<file path="src/rtl/sad_trigger_qualifier_pkg.sv">
// Shared definitions for the SAD trigger qualifier: state encoding and a
// saturating increment helper used by the match and miss counters.
package sad_trigger_qualifier_pkg;

    typedef logic [1:0] state_t;

    localparam state_t ST_IDLE    = 2'd0;
    localparam state_t ST_WAIT    = 2'd1;
    localparam state_t ST_PULSE   = 2'd2;
    localparam state_t ST_HOLDOFF = 2'd3;

    // Increment val, holding at the all-ones value of a 'bits'-wide counter.
    function automatic logic [31:0] sat_inc(input logic [31:0] val, input int unsigned bits);
        logic [31:0] max_val;
        max_val = (bits >= 32) ? 32'hFFFF_FFFF : ((32'd1 << bits) - 32'd1);
        return (val >= max_val) ? max_val : (val + 32'd1);
    endfunction

endpackage

</file>
<file path="src/rtl/sad_trigger_qualifier_edge_detect.sv">
// Registered rising-edge detector: rise is high in the cycle din goes 0->1.
module sad_edge_detect (
    input  logic clk_adc,
    input  logic reset,
    input  logic din,
    output logic rise
);

    logic din_q;

    always_ff @(posedge clk_adc) begin
        if (reset) begin
            din_q <= 1'b0;
        end else begin
            din_q <= din;
        end
    end

    assign rise = din & ~din_q;

endmodule

</file>
<file path="src/rtl/sad_trigger_qualifier.sv">
// Qualifies raw SAD matches into one scope trigger per arm: Nth-match select,
// programmable pulse width and holdoff. Define SAD_TRIG_MISS_CNT_EN for missed_count.
module sad_trigger_qualifier
    import sad_trigger_qualifier_pkg::*;
#(
    parameter int pCOUNT_BITS   = 16,
    parameter int pPULSE_BITS   = 8,
    parameter int pHOLDOFF_BITS = 16
) (
    input  logic                     clk_adc,
    input  logic                     reset,
    input  logic                     armed_and_ready,
    input  logic                     sad_trigger_in,
    input  logic [pCOUNT_BITS-1:0]   trig_num,
    input  logic [pPULSE_BITS-1:0]   pulse_cycles,
    input  logic [pHOLDOFF_BITS-1:0] holdoff_cycles,
    output logic                     trigger,
    output logic                     busy,
    output logic                     fired,
    output logic [pCOUNT_BITS-1:0]   match_count
`ifdef SAD_TRIG_MISS_CNT_EN
    ,
    output logic [pCOUNT_BITS-1:0]   missed_count
`endif
);

    logic arm_rise;
    logic match_rise;

    sad_edge_detect u_arm_edge (
        .clk_adc (clk_adc),
        .reset   (reset),
        .din     (armed_and_ready),
        .rise    (arm_rise)
    );

    sad_edge_detect u_match_edge (
        .clk_adc (clk_adc),
        .reset   (reset),
        .din     (sad_trigger_in),
        .rise    (match_rise)
    );

    state_t                   state_q, state_d;
    logic [pCOUNT_BITS-1:0]   match_count_q, match_count_d;
    logic                     fired_q, fired_d;
    logic                     trigger_q, trigger_d;
    logic [pPULSE_BITS-1:0]   pulse_cnt_q, pulse_cnt_d;
    logic [pHOLDOFF_BITS-1:0] holdoff_cnt_q, holdoff_cnt_d;
    logic [pCOUNT_BITS-1:0]   trig_num_q, trig_num_d;
    logic [pPULSE_BITS-1:0]   pulse_len_q, pulse_len_d;
    logic [pHOLDOFF_BITS-1:0] holdoff_len_q, holdoff_len_d;

    // Compare with one extra bit so a saturated counter can never match.
    logic [pCOUNT_BITS:0] count_plus1;
    logic                 fire_hit;

    assign count_plus1 = {1'b0, match_count_q} + {{pCOUNT_BITS{1'b0}}, 1'b1};
    assign fire_hit    = (count_plus1 == {1'b0, trig_num_q});

    always_ff @(posedge clk_adc) begin
        if (reset) begin
            state_q       <= ST_IDLE;
            match_count_q <= '0;
            fired_q       <= 1'b0;
            trigger_q     <= 1'b0;
            pulse_cnt_q   <= '0;
            holdoff_cnt_q <= '0;
            trig_num_q    <= '0;
            pulse_len_q   <= '0;
            holdoff_len_q <= '0;
        end else begin
            state_q       <= state_d;
            match_count_q <= match_count_d;
            fired_q       <= fired_d;
            trigger_q     <= trigger_d;
            pulse_cnt_q   <= pulse_cnt_d;
            holdoff_cnt_q <= holdoff_cnt_d;
            trig_num_q    <= trig_num_d;
            pulse_len_q   <= pulse_len_d;
            holdoff_len_q <= holdoff_len_d;
        end
    end

    always_comb begin
        state_d       = state_q;
        match_count_d = match_count_q;
        fired_d       = fired_q;
        trigger_d     = trigger_q;
        pulse_cnt_d   = pulse_cnt_q;
        holdoff_cnt_d = holdoff_cnt_q;
        trig_num_d    = trig_num_q;
        pulse_len_d   = pulse_len_q;
        holdoff_len_d = holdoff_len_q;
        case (state_q)
            ST_IDLE: begin
                if (arm_rise) begin
                    state_d       = ST_WAIT;
                    match_count_d = '0;
                    fired_d       = 1'b0;
                    trig_num_d    = (trig_num == '0) ? pCOUNT_BITS'(1) : trig_num;
                    pulse_len_d   = (pulse_cycles == '0) ? pPULSE_BITS'(1) : pulse_cycles;
                    holdoff_len_d = holdoff_cycles;
                end
            end
            ST_WAIT: begin
                if (!armed_and_ready) begin
                    state_d = ST_IDLE;
                end else if (match_rise) begin
                    match_count_d = pCOUNT_BITS'(sat_inc(32'(match_count_q), pCOUNT_BITS));
                    if (fire_hit) begin
                        state_d     = ST_PULSE;
                        trigger_d   = 1'b1;
                        fired_d     = 1'b1;
                        pulse_cnt_d = pulse_len_q;
                    end
                end
            end
            ST_PULSE: begin
                if (pulse_cnt_q <= pPULSE_BITS'(1)) begin
                    trigger_d = 1'b0;
                    if (holdoff_len_q != '0) begin
                        state_d       = ST_HOLDOFF;
                        holdoff_cnt_d = holdoff_len_q;
                    end else begin
                        state_d = ST_IDLE;
                    end
                end else begin
                    pulse_cnt_d = pulse_cnt_q - pPULSE_BITS'(1);
                end
            end
            ST_HOLDOFF: begin
                if (holdoff_cnt_q <= pHOLDOFF_BITS'(1)) begin
                    state_d = ST_IDLE;
                end else begin
                    holdoff_cnt_d = holdoff_cnt_q - pHOLDOFF_BITS'(1);
                end
            end
            default: state_d = ST_IDLE;
        endcase
    end

    always_comb begin
        trigger     = trigger_q;
        busy        = (state_q != ST_IDLE);
        fired       = fired_q;
        match_count = match_count_q;
    end

`ifdef SAD_TRIG_MISS_CNT_EN
    logic [pCOUNT_BITS-1:0] missed_count_q, missed_count_d;

    always_ff @(posedge clk_adc) begin
        if (reset) begin
            missed_count_q <= '0;
        end else begin
            missed_count_q <= missed_count_d;
        end
    end

    always_comb begin
        missed_count_d = missed_count_q;
        if (state_q == ST_IDLE && arm_rise) begin
            missed_count_d = '0;
        end else if ((state_q == ST_PULSE || state_q == ST_HOLDOFF) && match_rise) begin
            missed_count_d = pCOUNT_BITS'(sat_inc(32'(missed_count_q), pCOUNT_BITS));
        end
    end

    assign missed_count = missed_count_q;
`endif

endmodule

</file>
<file path="config.mk">
export PLATFORM = sky130hd
export DESIGN_NAME = sad_trigger_qualifier
export DESIGN_NICKNAME = d
export VERILOG_FILES = /design/src/rtl/sad_trigger_qualifier_pkg.sv /design/src/rtl/sad_trigger_qualifier_edge_detect.sv /design/src/rtl/sad_trigger_qualifier.sv
export SDC_FILE = /design/constraint.sdc
export NUM_CORES = 1
export LEC_CHECK = 0
export CAP_MARGIN = 15
export CELL_PAD_IN_SITES_DETAIL_PLACEMENT = 0
export CELL_PAD_IN_SITES_GLOBAL_PLACEMENT = 1
export CORE_AREA = 3 3 108 110
export DETAILED_ROUTE_END_ITERATION = 12
export DIE_AREA = 0 0 111 113
export GPL_ROUTABILITY_DRIVEN = 0
export PLACE_DENSITY = 0.87
export REMOVE_ABC_BUFFERS = 1
export SYNTH_ARGS = -nofsm -noshare
export SYNTH_HDL_FRONTEND = slang
export SYNTH_SLANG_ARGS = --single-unit
</file>
<file path="constraint.sdc">
create_clock -name clk_adc -period 5.56 [get_ports clk_adc]
set_clock_uncertainty 0.2 [all_clocks]
set_input_delay 0.834 -clock clk_adc [delete_from_list [all_inputs] [get_ports clk_adc]]
set_output_delay 0.834 -clock clk_adc [all_outputs]
set_load 0.1 [all_outputs]
</file>
### Word level (Yosys, flattened, before mapping)

Cells that the tools add are included.

* flip-flop bits (word level): 86
* output and inout bits: 19
* input port bits: 44

* bitwise logic cells: 4
* add/sub/neg operators: 4
* reduce and logical (&&, ||, !) cells: 15
* muxes and demuxes: 31
* $lt $le $gt $ge: 3
* equal/unequal tests: 15

Operators by type and width (count)
* 16-bit 2-to-1 mux: 8
* 16-bit case mux with 2 select lines: 2
* 8-bit 2-to-1 mux: 5
* 5-bit AND reduction: 4
* 2-bit inequality test (second input constant): 9
* 16-bit by 1-bit adder with 17-bit output (second input constant): 1
* 17-bit by 16-bit == test with 1-bit output: 1
* 16-bit by 1-bit adder with 16-bit output (second input constant): 1
* 16-bit >= comparator (second input constant): 1
* 16-bit by 1-bit less-or-equal comparator with 1-bit output (second input constant): 1
* 16-bit logical NOT: 1
* 8-bit case mux with 2 select lines: 1
* 16-bit nonzero test: 1
* 16-bit by 1-bit subtractor with 16-bit output (second input constant): 1
* 2-bit 2-to-1 mux: 7
* 8-bit by 1-bit less-or-equal comparator with 1-bit output (second input constant): 1
* 8-bit logical NOT: 1
* 2-bit case mux with 4 select lines: 1
* 4-bit AND reduction: 2
* 2-bit nonzero test: 4
* 8-bit by 1-bit subtractor with 8-bit output (second input constant): 1
* 3-bit inequality test (second input constant): 2
* 1-bit 2-to-1 mux: 5
* 2-bit == test (second input constant): 2
* other kinds (6): 9

### Depth between registers and ports, before layout

Gate-level depths: netlist (run 1).

* word-level depth: 6
* depth in mapped cells: 11

### By module

From an unflattened synthesis (run 1), not the netlist that was laid out.

* cell total of the unflattened synthesis: 635
* area total of the unflattened synthesis: 4757.1 um2

Modules (own cells, without submodules)
* sad_trigger_qualifier: seq. area each 1681.6 um2, times used 1, area an instance 4662.0 um2, cells each 629
* sad_edge_detect: seq. area each 20.0 um2, times used 2, area an instance 47.5 um2, cells each 3

### Worst setup path after synthesis (run 1)

OpenSTA, ideal clock, no wires.

* path type: reg2reg
* from: register match_count_q[0], in the netlist match_count[0]
* to: register pulse_cnt_q[0]
* stages on the path, launching flop included: 11
* required time: 5.232 ns
* arrival: 3.237 ns
* buffers on the path: 1
* path slack: 1.995 ns
* cell sequence: dfxtp_1 > ha_1 > nand3_1 > nor4b_2 > xnor2_1 > nor4_2 > nand4_2 > o22a_2 > buf_6 > a221oi_2 > nor2_1

* longest elaborated chain between the ends: 4

Ends and longest elaborated chain
* start: declaration: RTL line sad_trigger_qualifier.sv:45 `logic [pCOUNT_BITS-1:0] match_count_q, match_count_d;`
* start signal: assignment: RTL line sad_trigger_qualifier.sv:74 `match_count_q <= match_count_d;`
* 16-bit by 1-bit adder with 17-bit output: RTL line sad_trigger_qualifier.sv:58 `assign count_plus1 = {1'b0, match_count_q} + {{pCOUNT_BITS{1'b0}}, 1'b1};`
* 17-bit by 16-bit == test with 1-bit output: RTL line sad_trigger_qualifier.sv:59 `assign fire_hit = (count_plus1 == {1'b0, trig_num_q});`
* 2-bit inequality test (no line)
* 5-bit AND reduction (no line)
* end signal: assignment: RTL line sad_trigger_qualifier.sv:77 `pulse_cnt_q <= pulse_cnt_d;`
* end: declaration: RTL line sad_trigger_qualifier.sv:48 `logic [pPULSE_BITS-1:0] pulse_cnt_q, pulse_cnt_d;`

Every way passes these cells.
A chain may end at the register's enable or synchronous reset.

### Worst setup path after layout (run 1)

Same ends and word-level chain as after synthesis.

==> run summary, run 1 <==
Core Footprint = 10800 sq um
CTS Root Cell = clkbuf_8
Fmax = 0.290 GHz
DR iter-0 viols = 301
H-tree depth = 3
Worst r2r path cells = 9
Initial antenna violation count = 0
Router iterations before antenna repair = 5
Hold Path Stages = 2
Post-CTS Setup Bufs = 0
Hold Vio Cnt, Final = 0
Synth Cell Area = 4600 sq um
Max Fanout on Critical Path = 14
Reg2reg setup slack = 2.11 ns
Most used DFF post-synth = dfxtp_1
Core Rows = 38
Leak Pwr = 1.87 nW
Drt drc = 0
Fillers = 1042
Starting Density = 42.6%
Clock tree buffer depth = 2
Die area = 12500 sq um
Most common cell after layout, fill and taps aside = nand2_1
Number of distinct library cells after synthesis = 57
Clock transition at path regs = 0.08 ns
PD cells = 372 nW/um^2
Most frequent cells in the layout = 115 x nand2_1, 86 x dfxtp_1, 78 x a21oi_1, 61 x clkdlybuf4s50_1, 55 x nor2_1
DP Cell Count = 778
Syn-to-layout area delta = 18.2%
CTS tree = built
Drt total wl = 11.8 mm
Total I/O pin count = 63
Relative slew slack = 31.0%
CP max stage cell = nor4b_2
Die span in y = 113 um
HPWL Detailed = 8.14 mm
Util after Layout = 50.4%
Design Power = 2.03 mW
Worst Hold Class = reg2reg
Final Cycle Share = 62.0%
Post-route insts no fill = 794
I/O Buffers = 62
Req. time, crit path = 5.59 ns
Yosys reg bits = 86
Max VDD drop = 0.000247 V
Wire length per cell = 14.9 um
Final setup viols = 0
Slew Viols, Final = 0
GRT overflow = 0
Via count = 4557
Type of the worst setup path = reg2reg
Nets = 698
Area leader, netlist = dfxtp_1
Sequence of cells on the critical path = ha_1 > nand3_1 > nor4b_2 > xnor2_1 > nor4_2 > nand4_2 > o22a_2 > a221oi_2 > nor2_1
Global Route Usage Sum = 18.9%
CTS Hold Bufs = 0
Warnings, synthesis = 0
Top post-synthesis cells by area = dfxtp_1 37%, nand2_1 9.4%, a21oi_1 8.5%
Setup_tns = 0 ns
Reg-to-reg critical path endpoint = pulse_cnt_q[0]
Area of the multi-input gates = 2680 sq um
Worst-margin pin slew = 1.03 ns
Share of cells above drive strength 1 = 5.05%
Sequential fraction of the synthesis area = 37.4%
Largest net degree at the start of global routing = 43
EDFF count, synth = 0
WP data arrival = 3.48 ns
Critical path launch point type = flip-flop
Crit Reg-Reg Startpoint = match_count[0]
Die W = 111 um
TritonCTS Buffers = 9
Critical path origin = match_count[0]
Synth top area share = 37.4%
Clock latency on the worst-skew pair = 0.36 ns
Vias in the first global route = 4326
Async set-reset flop share out of synthesis = 0%
Avg Vias per Cell = 5.74
CTS Sinks = 86
Status = completed
Antenna Nets Post-Route = 0
RSZ-0062 raised after global routing = false
FF+latch area = 1720 sq um
Crit end category = flip-flop
CP endpoint = pulse_cnt_q[0]
Max stage delay on crit path = 0.52 ns
Post_cts resized = 0
Cells after Synth = 617
First-pass GRT wire length = 20.0 mm
Post-Syn Area per Cell = 7.46 sq um
Max_cap viols = 0
Minimum clock period = 3.45 ns
Number of diodes = 0
-- synthesized netlist by cell type (all sizes together), types with 7 or more instances --
library cell / n
nor2b: 8
nand2: 115
nor3: 20
xor2: 7
inv: 7
or2: 7
dfxtp: 86
xnor2: 12
a211oi: 11
clkbuf: 38
o21ai: 49
nand3: 9
nor4: 20
a21oi: 78
nor2: 56
-- registers in the layout, summed over array words and instances, names as in the netlist --
register,flops
pulse_len_q,8
match_count,16
u_arm_edge.din_q,1
state_q,2
pulse_cnt_q,8
holdoff_cnt_q,16
trigger,1
fired,1
holdoff_len_q,16
trig_num_q,16
u_match_edge.din_q,1
-- where the power goes --
group / internal [mW] / switching, mW / total, mW
clock network: 0.232 / 0.222 / 0.454
logic: 0.277 / 0.495 / 0.772
registers: 0.709 / 0.0893 / 0.798
-- worst min path at each step --
stage,from,end
2_1_floorplan,pulse_len_q[1],pulse_len_q[1]
3_3_place_gp,pulse_len_q[4],pulse_len_q[4]
3_5_place_dp,pulse_len_q[1],pulse_len_q[1]
4_1_cts,pulse_len_q[1],pulse_len_q[1]
5_1_grt,pulse_len_q[1],pulse_len_q[1]
6_report,pulse_len_q[4],pulse_len_q[4]
-- kinds of logic (layout without fill, tap and decap cells) --
group                    after synthesis  in the layout  synth area share [%]
adder cells (fa/ha/maj)                5              5                  1.36
AND/OR/NAND/NOR                      269            269                  28.5
AO/OA/AOI/OAI                        186            186                  24.4
multiplexers                           1              1                 0.218
flip-flops                            86             86                  37.4
buffers and inverters                 51             88                  4.46
XOR/XNOR                              19             19                  3.62
-- layout make-up --
type / count / share of cell area [%]
Tap cell: 140 / 3.22
Timing Repair Buffer: 65 / 11.7
Sequential cell: 86 / 31.6
Inverter: 7 / 0.483
Multi-Input combinational cell: 480 / 49.2
Clock buffer: 13 / 2.92
Clock inverter: 3 / 0.782
-- routing by layer --
metal | routed length [um] | GRT usage, % | vias to the layer above
met5 | 0 | 0 | -
met4 | 199 | 5.01 | 0
met3 | 594 | 3.37 | 20
li1 | - | - | 2270
met1 | 5410 | 24.6 | 2140
met2 | 5630 | 32.5 | 127
-- worst max-delay path, delay by kind of cell, from the launching register on --
kind | cells | cell delay [ns]
flops | 1 | 0.48
fa+ha+maj | 1 | 0.31
simple gates | 5 | 1.54
xor+xnor | 1 | 0.13
compound gates | 2 | 0.65
-- per-stage QoR --
| stage | cell area (sq um) | hold slack, ns | setup slack (ns) |
|---|---|---|---|
| 2_1_floorplan | 4420 | 0.231 | 1.97 |
| 3_3_place_gp | 5240 | 0.246 | 2.16 |
| 3_5_place_dp | 5240 | 0.249 | 2.10 |
| 4_1_cts | 5440 | 0.262 | 2.10 |
| 5_1_grt | 5440 | 0.281 | 1.86 |
| 6_report | 5440 | 0.261 | 2.11 |
No activity file was read; power rests on OpenSTA's default activity.
==> run 2: changes to the inputs <==
--- a/config.mk
+++ b/config.mk
@@ -8,11 +8,11 @@
 export CAP_MARGIN = 15
 export CELL_PAD_IN_SITES_DETAIL_PLACEMENT = 0
 export CELL_PAD_IN_SITES_GLOBAL_PLACEMENT = 1
-export CORE_AREA = 3 3 108 110
+export CORE_AREA = 3 3 118 120
 export DETAILED_ROUTE_END_ITERATION = 12
-export DIE_AREA = 0 0 111 113
+export DIE_AREA = 0 0 121 123
 export GPL_ROUTABILITY_DRIVEN = 0
-export PLACE_DENSITY = 0.87
+export PLACE_DENSITY = 0.78
 export REMOVE_ABC_BUFFERS = 1
 export SYNTH_ARGS = -nofsm -noshare
 export SYNTH_HDL_FRONTEND = slang
==> constraint.sdc (replaced) <==
create_clock -name clk_adc -period 3.1 [get_ports clk_adc]
set_clock_uncertainty 0.2 [all_clocks]
set_input_delay 0.465 -clock clk_adc [delete_from_list [all_inputs] [get_ports clk_adc]]
set_output_delay 0.465 -clock clk_adc [all_outputs]
set_load 0.1 [all_outputs]
==> run summary, run 2 (synthesis results as in run 1) <==
Status = completed
Setup slack after layout = 0.186 ns
Router iterations before antenna repair = 5
Starting Density = 35.2%
Critical path launch point type = flip-flop
Most common cell after layout, fill and taps aside = nand2_1
Met2 Routed Length = 5.83 mm
Metal3 WL = 646 um
DR iter-0 viols = 331
Initial antenna violation count = 0
Global Route Usage Sum = 17.3%
Worst Hold Class = reg2reg
Most frequent cells in the layout = 115 x nand2_1, 86 x dfxtp_1, 78 x a21oi_1, 55 x nor2_1, 43 x o21ai_0
CTS Hold Bufs = 0
PD cells = 688 nW/um^2
Max VDD drop = 0.000492 V
Vias in the first global route = 4332
Number of diodes = 0
Die span in y = 123 um
Minimum clock period = 2.91 ns
Max_cap viols = 0
CTS tree = built
HPWL Detailed = 8.83 mm
Util after Layout = 43.3%
Clock latency on the worst-skew pair = 0.35 ns
Relative slew slack = 42.6%
Total I/O pin count = 63
Largest net degree at the start of global routing = 53
Via count = 4564
Leak Pwr = 2.05 nW
Share of cells above drive strength 1 = 10.4%
Core Rows = 42
Final setup viols = 0
Max layer used = met4
Wire length per cell = 14.8 um
Final Cycle Share = 94.0%
WP data arrival = 2.94 ns
Crit path buf inv count = 0
Clock tree buffer depth = 2
Req. time, crit path = 3.13 ns
DRT met1 WL = 5.75 mm
TritonCTS Buffers = 9
Avg Vias per Cell = 5.39
First-pass GRT wire length = 20.7 mm
Nets = 715
Place WS = 0.155 ns
Worst-margin pin slew = 0.858 ns
Drt total wl = 12.5 mm
GRT overflow = 0
CTS Sinks = 86
CTS Root Cell = clkbuf_16
Max stage delay on crit path = 0.51 ns
Hold Vio Cnt, Final = 0
Clock transition at path regs = 0.06 ns
Syn-to-layout area delta = 23.1%
H-tree depth = 3
Type of the worst setup path = reg2reg
CP max stage cell = dfxtp_1
Max Fanout on Critical Path = 14
RSZ-0062 raised after global routing = false
Fmax = 0.343 GHz
Crit end category = flip-flop
Sequence of cells on the critical path = nand4_1 > nor4_4 > xnor2_1 > a2111oi_4 > nand4_2 > o22a_2 > a221oi_2 > nor2_1
Core Footprint = 13100 sq um
Drt drc = 0
Hold Slack = 0.260 ns
Antenna Nets Post-Route = 0
Slew Viols, Final = 0
Crit-path leading delay family = simple AND/OR/NAND/NOR gates
Die W = 121 um
Die area = 14900 sq um
I/O Buffers = 62
[run 2: path summary, 6_finish.rpt]
check	startpoint	endpoint	slack, ns	depth (start not counted)
worst min register to register	pulse_len_q[7]	pulse_len_q[7]	0.26	2
worst max register to register	match_count[3]	pulse_cnt_q[0]	0.19	8
worst min-delay path	pulse_len_q[7]	pulse_len_q[7]	0.26	2
worst max-delay path	match_count[3]	pulse_cnt_q[0]	0.19	8
[run 2: layer usage]
layer  vias up  track usage [%]
li1       2300                -
met1      2103             22.4
met2       135             28.1
met3        26             2.93
met4         0             8.29
met5         -                0
[run 2: metrics by stage]
| step | instances | total power, mW | TNS (ns) | instance area (sq um) |
|---|---|---|---|---|
| after detailed placement | 831 | 2.91 | 0 | 5380 |
| after CTS | 847 | 3.94 | 0 | 5650 |
| after floorplan | 573 | 2.44 | -5.65 | 4420 |
| after global routing | 847 | 4.20 | 0 | 5670 |
| final | 847 | 3.90 | 0 | 5670 |
| after global placement | 831 | 2.89 | 0 | 5380 |
[run 2: where the power goes]
group | total (mW) | leakage [nW] | switching, mW | internal, mW
Sequential | 1.43 | 0.699 | 0.161 | 1.27
Clock | 1.00 | 0.132 | 0.440 | 0.561
Combinational | 1.46 | 1.22 | 0.917 | 0.544
[run 2: layout make-up]
type                            instances  area, sq um
Fill cell                            1343         7420
Inverter                                7         26.3
Timing Repair Buffer                   82          731
Sequential cell                        86         1720
Tap cell                              176          220
Clock inverter                          4         22.5
Clock buffer                           12          246
Multi-Input combinational cell        480         2700
[run 2: tightest hold or removal path, cell delays in order, from the launching register on]
cell	delay, ns
dfxtp_1	0.31
nand2_1	0.05
a21oi_1	0.05
[run 2: repair_timing]
action                                  4_1_cts  5_1_grt
resized for setup                             0        3
endpoints found under the setup margin        0        7
setup buffers                                 0        0
==> run 3: changes to the inputs <==
--- a/config.mk
+++ b/config.mk
@@ -6,13 +6,13 @@
 export NUM_CORES = 1
 export LEC_CHECK = 0
 export CAP_MARGIN = 15
-export CELL_PAD_IN_SITES_DETAIL_PLACEMENT = 0
-export CELL_PAD_IN_SITES_GLOBAL_PLACEMENT = 1
-export CORE_AREA = 3 3 118 120
+export CELL_PAD_IN_SITES_DETAIL_PLACEMENT = 2
+export CELL_PAD_IN_SITES_GLOBAL_PLACEMENT = 2
+export CORE_AREA = 3 3 124 126
 export DETAILED_ROUTE_END_ITERATION = 12
-export DIE_AREA = 0 0 121 123
+export DIE_AREA = 0 0 127 129
 export GPL_ROUTABILITY_DRIVEN = 0
-export PLACE_DENSITY = 0.78
+export PLACE_DENSITY = 0.84
 export REMOVE_ABC_BUFFERS = 1
 export SYNTH_ARGS = -nofsm -noshare
 export SYNTH_HDL_FRONTEND = slang
==> constraint.sdc (replaced) <==
create_clock -name clk_adc -period 3.2 [get_ports clk_adc]
set_clock_uncertainty 0.2 [all_clocks]
set_input_delay 0.48 -clock clk_adc [delete_from_list [all_inputs] [get_ports clk_adc]]
set_output_delay 0.48 -clock clk_adc [all_outputs]
set_load 0.1 [all_outputs]
==> run summary, run 3 (synthesis results as in run 1) <==
DRT met1 WL = 7.35 mm
Crit Reg-Reg Startpoint = match_count[1]
Status = completed
Share of cells above drive strength 1 = 11.4%
Req. time, crit path = 3.23 ns
Type of the worst setup path = reg2reg
Clock latency on the worst-skew pair = 0.36 ns
Slew Viols, Final = 0
PD cells = 736 nW/um^2
HPWL Detailed = 11.8 mm
DP Cell Count = 841
Nets = 719
Clock transition at path regs = 0.06 ns
CTS Hold Bufs = 0
Final instance area = 5800 sq um
Minimum clock period = 3.06 ns
Die area = 16400 sq um
TritonCTS Buffers = 9
Worst Hold Class = reg2reg
Core Footprint = 14400 sq um
Via count = 4837
Metal3 WL = 580 um
DR iter-0 viols = 229
I/O Buffers = 62
Wire length per cell = 19.9 um
Met2 Routed Length = 8.83 mm
Max layer used = met4
GRT overflow = 0
Hold Slack = 0.265 ns
Critical path launch point type = flip-flop
Vias in the first global route = 5355
Util after Layout = 40.2%
Reg-to-reg critical path endpoint = pulse_cnt_q[0]
Total I/O pin count = 63
Max_cap viols = 0
Hold Vio Cnt, Final = 0
Drt drc = 0
Most frequent cells in the layout = 115 x nand2_1, 85 x dfxtp_1, 78 x a21oi_1, 55 x nor2_1
WP data arrival = 3.09 ns
Core Rows = 44
Drt total wl = 17.1 mm
Post-route insts no fill = 859
Reg2reg setup slack = 0.14 ns
Fmax = 0.327 GHz
CTS tree = built
Most common cell after layout, fill and taps aside = nand2_1
DP Area = 5390 sq um
Die span in y = 129 um
Max VDD drop = 0.000630 V
Hold Path Stages = 2
Starting Density = 31.9%
CTS Sinks = 86
Global Route Usage Sum = 21.4%
Syn-to-layout area delta = 26.0%
Final Cycle Share = 95.6%
Initial antenna violation count = 0
First-pass GRT wire length = 28.0 mm
Die W = 127 um
Leak Pwr = 2.11 nW
Router iterations before antenna repair = 5
Relative slew slack = 36.9%
Number of diodes = 0
Worst-margin pin slew = 0.944 ns
Max Fanout on Critical Path = 14
Clock tree buffer depth = 2
CTS Root Cell = clkbuf_16
Hold worst-path end = pulse_len_q[2]
Design Power = 4.26 mW
Worst r2r path cells = 9
Crit end category = flip-flop
Avg Vias per Cell = 5.63
Antenna Nets Post-Route = 0
Hold_sp = pulse_len_q[2]
Final setup viols = 0
H-tree depth = 3
Largest net degree at the start of global routing = 41
Fillers = 1645
run 3: changes by cell type in the layout (fill, tap and decap cells not counted), sizes merged:
cell | before | now
bufinv | 0 | 4
buf | 40 | 44
clkinv | 3 | 1
clkbuf | 12 | 10
run 3: timing repair:
action,CTS,global route
gates resized for setup,0,4
hold endpoints to repair,0,0
setup endpoints to repair,0,8
setup buffers,0,2
run 3: stage by stage:
stage	TNS, ns	setup slack, ns
finish	0	0.141
global route	-0.0616	-0.0252
CTS	0	0.0111
detailed placement	0	0.101
global placement	0	0.335
floorplan	-3.36	-0.394
run 3: worst max path at each step:
stage	depth (start not counted)	slack (ns)	startpoint	end
2_1_floorplan	9	-0.39	match_count[0]	pulse_cnt_q[0]
3_3_place_gp	8	0.34	match_count[3]	pulse_cnt_q[0]
6_report	9	0.14	match_count[1]	pulse_cnt_q[0]
4_1_cts	9	0.01	match_count[1]	pulse_cnt_q[0]
5_1_grt	9	-0.03	match_count[0]	pulse_cnt_q[2]
3_5_place_dp	9	0.10	match_count[1]	pulse_cnt_q[0]
run 3: layer usage:
layer	track usage, %	vias up
met1	25.3	2417
met4	6.62	0
li1	-	2303
met2	38.9	90
met5	0	-
met3	4.15	27
run 3: worst max-delay path: stages, from the launching register on:
cell       delay, ns
dfxtp_1         0.35
ha_1            0.32
nand3_2         0.23
nor4_1          0.49
xnor2_1         0.18
a2111oi_4       0.26
nand4_2         0.25
o22a_4          0.32
a221oi_2        0.28
nor2_1          0.05
run 3: report_power, final:
group,internal [mW],total [mW],switching [mW]
Clock,0.862,1.32,0.459
Sequential,1.23,1.40,0.170
Combinational,0.528,1.54,1.01
Total,2.62,4.26,1.64
run 3: area by class of cell:
cell class	count	area (sq um)	area share, %
clock buffer	10	239	4.12
clock inverter	6	133	2.29
inverter	7	26.3	0.453
multi-input combinational	480	2700	46.5
sequential	86	1720	29.7
tap	184	230	3.97
timing repair buffer	86	748	12.9
